`src/rtl/uart_rx.sv`:
```
// Oversampled UART receiver: 2-flop synchronizer, start-bit glitch rejection,
// optional parity, 1-2 stop bits, and re-arm on line-high after framing errors.
module uart_rx #(
  parameter int unsigned FRAME_BITS        = 8,
  parameter int unsigned PARITY_BIT        = 2,
  parameter int unsigned STOP_BITS         = 1,
  parameter int unsigned OVERSAMPLE_FACTOR = 13
) (
  input  logic                  i_clk,
  input  logic                  i_rst_n,
  input  logic                  rx,
  output logic [FRAME_BITS-1:0] rx_data,
  output logic                  rx_valid,
  output logic                  rx_busy,
  output logic                  parity_err,
  output logic                  frame_err
);

  localparam int unsigned CNT_W = $clog2(OVERSAMPLE_FACTOR);
  localparam int unsigned IDX_W = $clog2(FRAME_BITS + 1);
  localparam logic [CNT_W-1:0] CNT_LAST  = CNT_W'(OVERSAMPLE_FACTOR - 1);
  localparam logic [CNT_W-1:0] CNT_HALF  = CNT_W'(OVERSAMPLE_FACTOR / 2 - 1);
  localparam logic [IDX_W-1:0] DATA_LAST = IDX_W'(FRAME_BITS - 1);
  localparam logic [IDX_W-1:0] STOP_LAST = IDX_W'(STOP_BITS - 1);
  localparam logic             ODD_PAR   = (PARITY_BIT == 0);

  typedef enum logic [2:0] {IDLE, START_BIT, DATA_BITS, PARITY, STOP_BIT} state_t;

  state_t                r_state;
  state_t                w_state_next;
  logic                  r_rx_meta;
  logic                  r_rx_s;
  logic [1:0]            r_primed;
  logic                  r_armed;
  logic [CNT_W-1:0]      r_cnt;
  logic [IDX_W-1:0]      r_idx;
  logic [FRAME_BITS-1:0] r_shift;
  logic                  r_par_err;
  logic                  r_ferr;
  logic                  w_sample;
  logic                  w_half;
  logic                  w_done;
  logic                  w_ferr_final;
  logic                  w_par_mismatch;

  assign w_sample = (r_cnt == CNT_LAST);
  assign w_half   = (r_cnt == CNT_HALF);

  always_ff @(posedge i_clk or negedge i_rst_n) begin
    if (!i_rst_n) begin
      r_state <= IDLE;
    end else begin
      r_state <= w_state_next;
    end
  end

  always_comb begin
    w_state_next = r_state;
    case (r_state)
      IDLE:      if (!r_rx_s && r_armed) w_state_next = START_BIT;
      START_BIT: if (w_half) w_state_next = r_rx_s ? IDLE : DATA_BITS;
      DATA_BITS: if (w_sample && r_idx == DATA_LAST)
                   w_state_next = (PARITY_BIT < 2) ? PARITY : STOP_BIT;
      PARITY:    if (w_sample) w_state_next = STOP_BIT;
      STOP_BIT:  if (w_sample && r_idx == STOP_LAST) w_state_next = IDLE;
      default:   w_state_next = IDLE;
    endcase
  end

  always_comb begin
    rx_busy        = (r_state != IDLE);
    w_done         = (r_state == STOP_BIT) && w_sample && (r_idx == STOP_LAST);
    w_ferr_final   = r_ferr | ~r_rx_s;
    w_par_mismatch = (^r_shift) ^ r_rx_s ^ ODD_PAR;
  end

  always_ff @(posedge i_clk or negedge i_rst_n) begin
    if (!i_rst_n) begin
      r_rx_meta  <= 1'b1;
      r_rx_s     <= 1'b1;
      r_primed   <= '0;
      r_armed    <= 1'b0;
      r_cnt      <= '0;
      r_idx      <= '0;
      r_shift    <= '0;
      r_par_err  <= 1'b0;
      r_ferr     <= 1'b0;
      rx_data    <= '0;
      rx_valid   <= 1'b0;
      parity_err <= 1'b0;
      frame_err  <= 1'b0;
    end else begin
      r_rx_meta <= rx;
      r_rx_s    <= r_rx_meta;
      r_primed  <= {r_primed[0], 1'b1};
      rx_valid  <= w_done;

      if (w_state_next != r_state || r_state == IDLE) begin
        r_cnt <= '0;
        r_idx <= '0;
      end else if (w_sample) begin
        r_cnt <= '0;
        r_idx <= r_idx + IDX_W'(1);
      end else begin
        r_cnt <= r_cnt + CNT_W'(1);
      end

      // The synchronizer's reset value of 1 is not a real line observation,
      // so arming waits until rx_s carries a sampled value.
      if (r_state == IDLE && r_rx_s && r_primed[1]) begin
        r_armed <= 1'b1;
      end else if (w_done && w_ferr_final) begin
        r_armed <= 1'b0;
      end

      if (r_state == DATA_BITS && w_sample) begin
        r_shift <= {r_rx_s, r_shift[FRAME_BITS-1:1]};
      end

      if (r_state == IDLE) begin
        r_par_err <= 1'b0;
        r_ferr    <= 1'b0;
      end else begin
        if (r_state == PARITY && w_sample) r_par_err <= w_par_mismatch;
        if (r_state == STOP_BIT && w_sample) r_ferr <= w_ferr_final;
      end

      if (w_done) begin
        rx_data    <= r_shift;
        parity_err <= r_par_err;
        frame_err  <= w_ferr_final;
      end
    end
  end

endmodule

```
`config.mk`:
```
export PLATFORM = sky130hd
export DESIGN_NAME = uart_rx
export DESIGN_NICKNAME = d
export VERILOG_FILES = /design/src/rtl/uart_rx.sv
export SDC_FILE = /design/constraint.sdc
export NUM_CORES = 1
export LEC_CHECK = 0
export ABC_CLOCK_PERIOD_IN_PS = 5500
export BUFFER_PORTS_ARGS = -buffer_cell sky130_fd_sc_hd__buf_2
export CORE_UTILIZATION = 55
export CTS_CLUSTER_DIAMETER = 30
export DETAILED_ROUTE_END_ITERATION = 6
export PLACE_DENSITY = 0.82
export SLEW_MARGIN = 15
export SYNTH_ARGS = -nofsm -noshare
export SYNTH_HDL_FRONTEND = slang
export SYNTH_SLANG_ARGS = --single-unit
```
`constraint.sdc`:
```
create_clock -name i_clk -period 5.5 [get_ports i_clk]
set_input_delay 0.55 -clock i_clk [delete_from_list [all_inputs] [get_ports i_clk]]
set_output_delay 0.55 -clock i_clk [all_outputs]
set_load 0.05 [all_outputs]
```
==> flow_summary.yaml <==
status:
  outcome: "completed"
grt:
  grt_pass1_vias: 1002
  grt_start_max_net_pins: 38
  grt_overflow: 0
  track_usage_pct: 18.82
  antenna_found_initial: 0
  grt_pass1_wl_mm: 4.478
yosys:
  syn_area_sq_um: 1640
  synth_top_area_share_pct: 53.39
  synth_top_family_by_area: "simple AND/OR/NAND/NOR gates"
  synth_compound_area_share_pct: 5.645
  synth_mux_area_share_pct: 11.59
  synth_area_leaders: "dfrtp_1 53%, mux2_2 11%, ha_1 3.8%, dfstp_2 3.2%, xnor2_1 3.2%"
  ys_warn_count: 0
  yosysSeqAreaShare_pct: 56.60
  synth_top_area_cell: "dfrtp_1"
  post_synth.cell_area_avg_sq_um: 11.97
  yosys.area_share.simple_pct: 11.67
  synthAdderAreaFrac_pct: 3.814
  syn-num-nets: 145
  synthCells: 137
  ys_types: 32
  synth_xor_area_share_pct: 6.712
  synth-seq-cells: 37
detailed_routing:
  wirelength_mm: 2.662
  routedWlPerCell_microns: 14.39
  route.detailed.drc: 0
  drt_pass1_iterations: 4
  ant_nets: 0
  detail_route.iter0.violations: 27
  vias: 1024
  routed_via_density: 5.535
die:
  initial_core_util_pct: 58.97
  io_pins: 15
  die_area_sq_um: 3205
  die_w_microns: 56.61
  die_height_microns: 56.61
  core_sq_um: 2781
  placementRows: 19
pwr:
  ir_worst_vdd_mv: 0.2786
  power_density_nw_per_um2: 334.4
  leakage_nw: 0.9133
sta:
  worstMarginPinSlew_ns: 0.7807
  finalHoldViolCount: 0
  setup_ws_ns: 3.281
  rsz0062_at_grt: "no"
  setup_viol: 0
  maxSlewViolCount: 0
  fin_skew_ns: 0.01311
  slew_headroom_pct: 47.95
  fmax_mhz: 450.6
  fin_crit_sh_pct: 40.35
  tns_ns: 0
  fin_crit_ns: 2.219
worst_setup_path:
  required_ns: 5.72
  arrival_ns: 2.44
  crit_buf_inv: 1
  crit_fanout: 13
  worstSetupPathType: "flip-flop to flip-flop"
  crit_path_top_delay_cell: "nand4_1"
  crit_chain: "inv_1 > ha_1 > and3_4 > nand4_1 > mux2_2"
  critical-path-top-delay-family: "simple AND/OR/NAND/NOR gates"
  cp_slowest_stage_delay_ns: 0.56
  cp-end-kind: "flip-flop"
  crit_path_start_kind: "flip-flop"
place:
  portBuffers: 14
  hpwl_mm: 1.917
  gp_congestion: 0.7965
  place_ws_ns: 3.297
  placed_area_sq_um: 1725
clocking:
  h-tree-depth: 2
  holdBufCountCts: 0
  clk_latency_ns: 0.34
  clock_sink_count: 37
  cts_tree: "done"
  post-cts-setup-buffers: 0
  ctsResizeCount: 0
  numCtsBuffers: 5
  root_buffer: "clkbuf_4"
  clk_pin_slew_ns: 0.12
  cts_buffer_depth: 2
cells_and_area:
  antenna_cells: 0
  final_area_sq_um: 1780
  syn_to_final_growth_pct: 8.543
  drive_gt1_share_pct: 29.22
  final_core_util_pct: 64.01
  multi_input_area_sq_um: 650.6
  fin_nets: 161
  layout.area.seq_sq_um: 928.4
  fillers: 228
job:
  drv_cap: 0
hold_path:
  holdCritPathClass: "input pin to asynchronous set/reset pin"
[worst paths after layout]
path | start | end | slack, ns | cells past startpoint
max reg2reg | r_cnt[0]$_DFF_PN0_ | rx_data[5]$_DFFE_PN0P_ | 3.28 | 5
max | r_cnt[0]$_DFF_PN0_ | rx_data[5]$_DFFE_PN0P_ | 3.28 | 5
min in group i_clk | rx | r_rx_meta$_DFF_PN1_ | 0.31 | 1
min reg2reg | r_primed[0]$_DFF_PN0_ | r_primed[1]$_DFF_PN0_ | 0.36 | 0
max in group asynchronous | i_rst_n | r_par_err$_DFFE_PN0P_ | 4.72 | 1
min | i_rst_n | r_ferr$_DFFE_PN0P_ | 0.28 | 1
[worst register-to-register path, delay by kind of cell, from the launching register on]
family	cells	cell delay, ns
fa+ha+maj	1	0.21
buf+inv	1	0.09
flops	1	0.45
mux	1	0.51
simple gates	2	0.86
[metal layers]
layer	share of wire, %	track usage, %	vias up
met4	1.4	10.45	0
met5	0	0	-
met2	50	28.74	24
li1	-	-	497
met1	44	24.53	498
met3	4.2	4.839	5
[cell usage after synthesis]
library cell  instances
o21ai_0               5
a21oi_1               5
mux2_2               16
xnor2_1               6
clkbuf_1              1
a211o_1               1
nand3_1               4
dfrtp_1              35
a31oi_1               1
mux2i_1               1
o41ai_1               1
a221o_2               1
nand2_1               8
nand4_1               3
or3_1                 1
xnor3_1               1
nor2_1               10
ha_1                  5
conb_1                1
nor3_2                3
dfstp_2               2
xor2_1                4
a21o_1                1
inv_1                10
clkbuf_2              1
and3_4                1
nor4_1                1
nor3_1                2
nor3b_1               1
and2_1                1
buf_2                 3
nand3b_1              1
[state kept, by name (all words and copies together) (netlist names)]
name,count
r_rx_s,1
r_rx_meta,1
r_shift,8
r_state,3
r_par_err,1
rx_valid,1
r_cnt,4
r_idx,4
r_ferr,1
frame_err,1
r_armed,1
r_primed,2
rx_data,8
parity_err,1
[report_power, final]
group	leakage (nW)	switching [W]	internal, W	total, W
logic	0.390	0.0000847	0.0000491	0.000134
clock network	0.0310	0.0000877	0.0000482	0.000136
registers	0.492	0.0000313	0.000294	0.000326
total	0.913	0.000204	0.000392	0.000595
[logic make-up (layout without fill, tap and decap cells)]
family | count (synthesis) | in the layout
xor gates and xnor gates | 11 | 11
other | 1 | 1
DFF | 37 | 37
and+or+nand+nor | 36 | 36
AOI/OAI and AO/OA | 15 | 15
muxes | 17 | 17
adders and majority gates | 5 | 5
buffers and inverters | 15 | 32
[per-stage QoR]
step	power, W	hold WS [ns]	instances
floorplan	0.0004290	0.2544	137
global placement	0.0004532	0.3357	177
detailed placement	0.0004638	0.3381	177
CTS	0.0005990	0.2922	185
global route	0.0006298	0.2767	185
finish	0.0005954	0.2806	185
[cell usage in the layout (no fill, tap or decap)]
cell / count
inv_1: 10
clkbuf_4: 5
nor4_1: 1
nor3_2: 3
nor3b_1: 1
o21ai_0: 5
nand3_1: 4
buf_2: 14
a221o_2: 1
clkinv_2: 2
a31oi_1: 1
nor3_1: 2
mux2_2: 16
dfrtp_1: 35
nor2_1: 10
dfstp_2: 2
xnor2_1: 6
xor2_1: 4
a21oi_1: 5
conb_1: 1
nand3b_1: 1
and2_1: 1
and3_4: 1
o41ai_1: 1
a21o_1: 1
mux2i_1: 1
nand4_1: 3
or3_1: 1
ha_1: 5
nand2_1: 8
xnor3_1: 1
a211o_1: 1
clkinvlp_4: 1
[layout make-up]
type,instances,share of cell area [%]
clock inverter,3,0.9838
sequential,37,52.14
tap,31,2.178
multi-input combinational,85,36.54
clock buffer,5,2.108
inverter,10,2.108
timing repair buffer,14,3.935
Note: power is estimated with default switching activity, not from simulation.
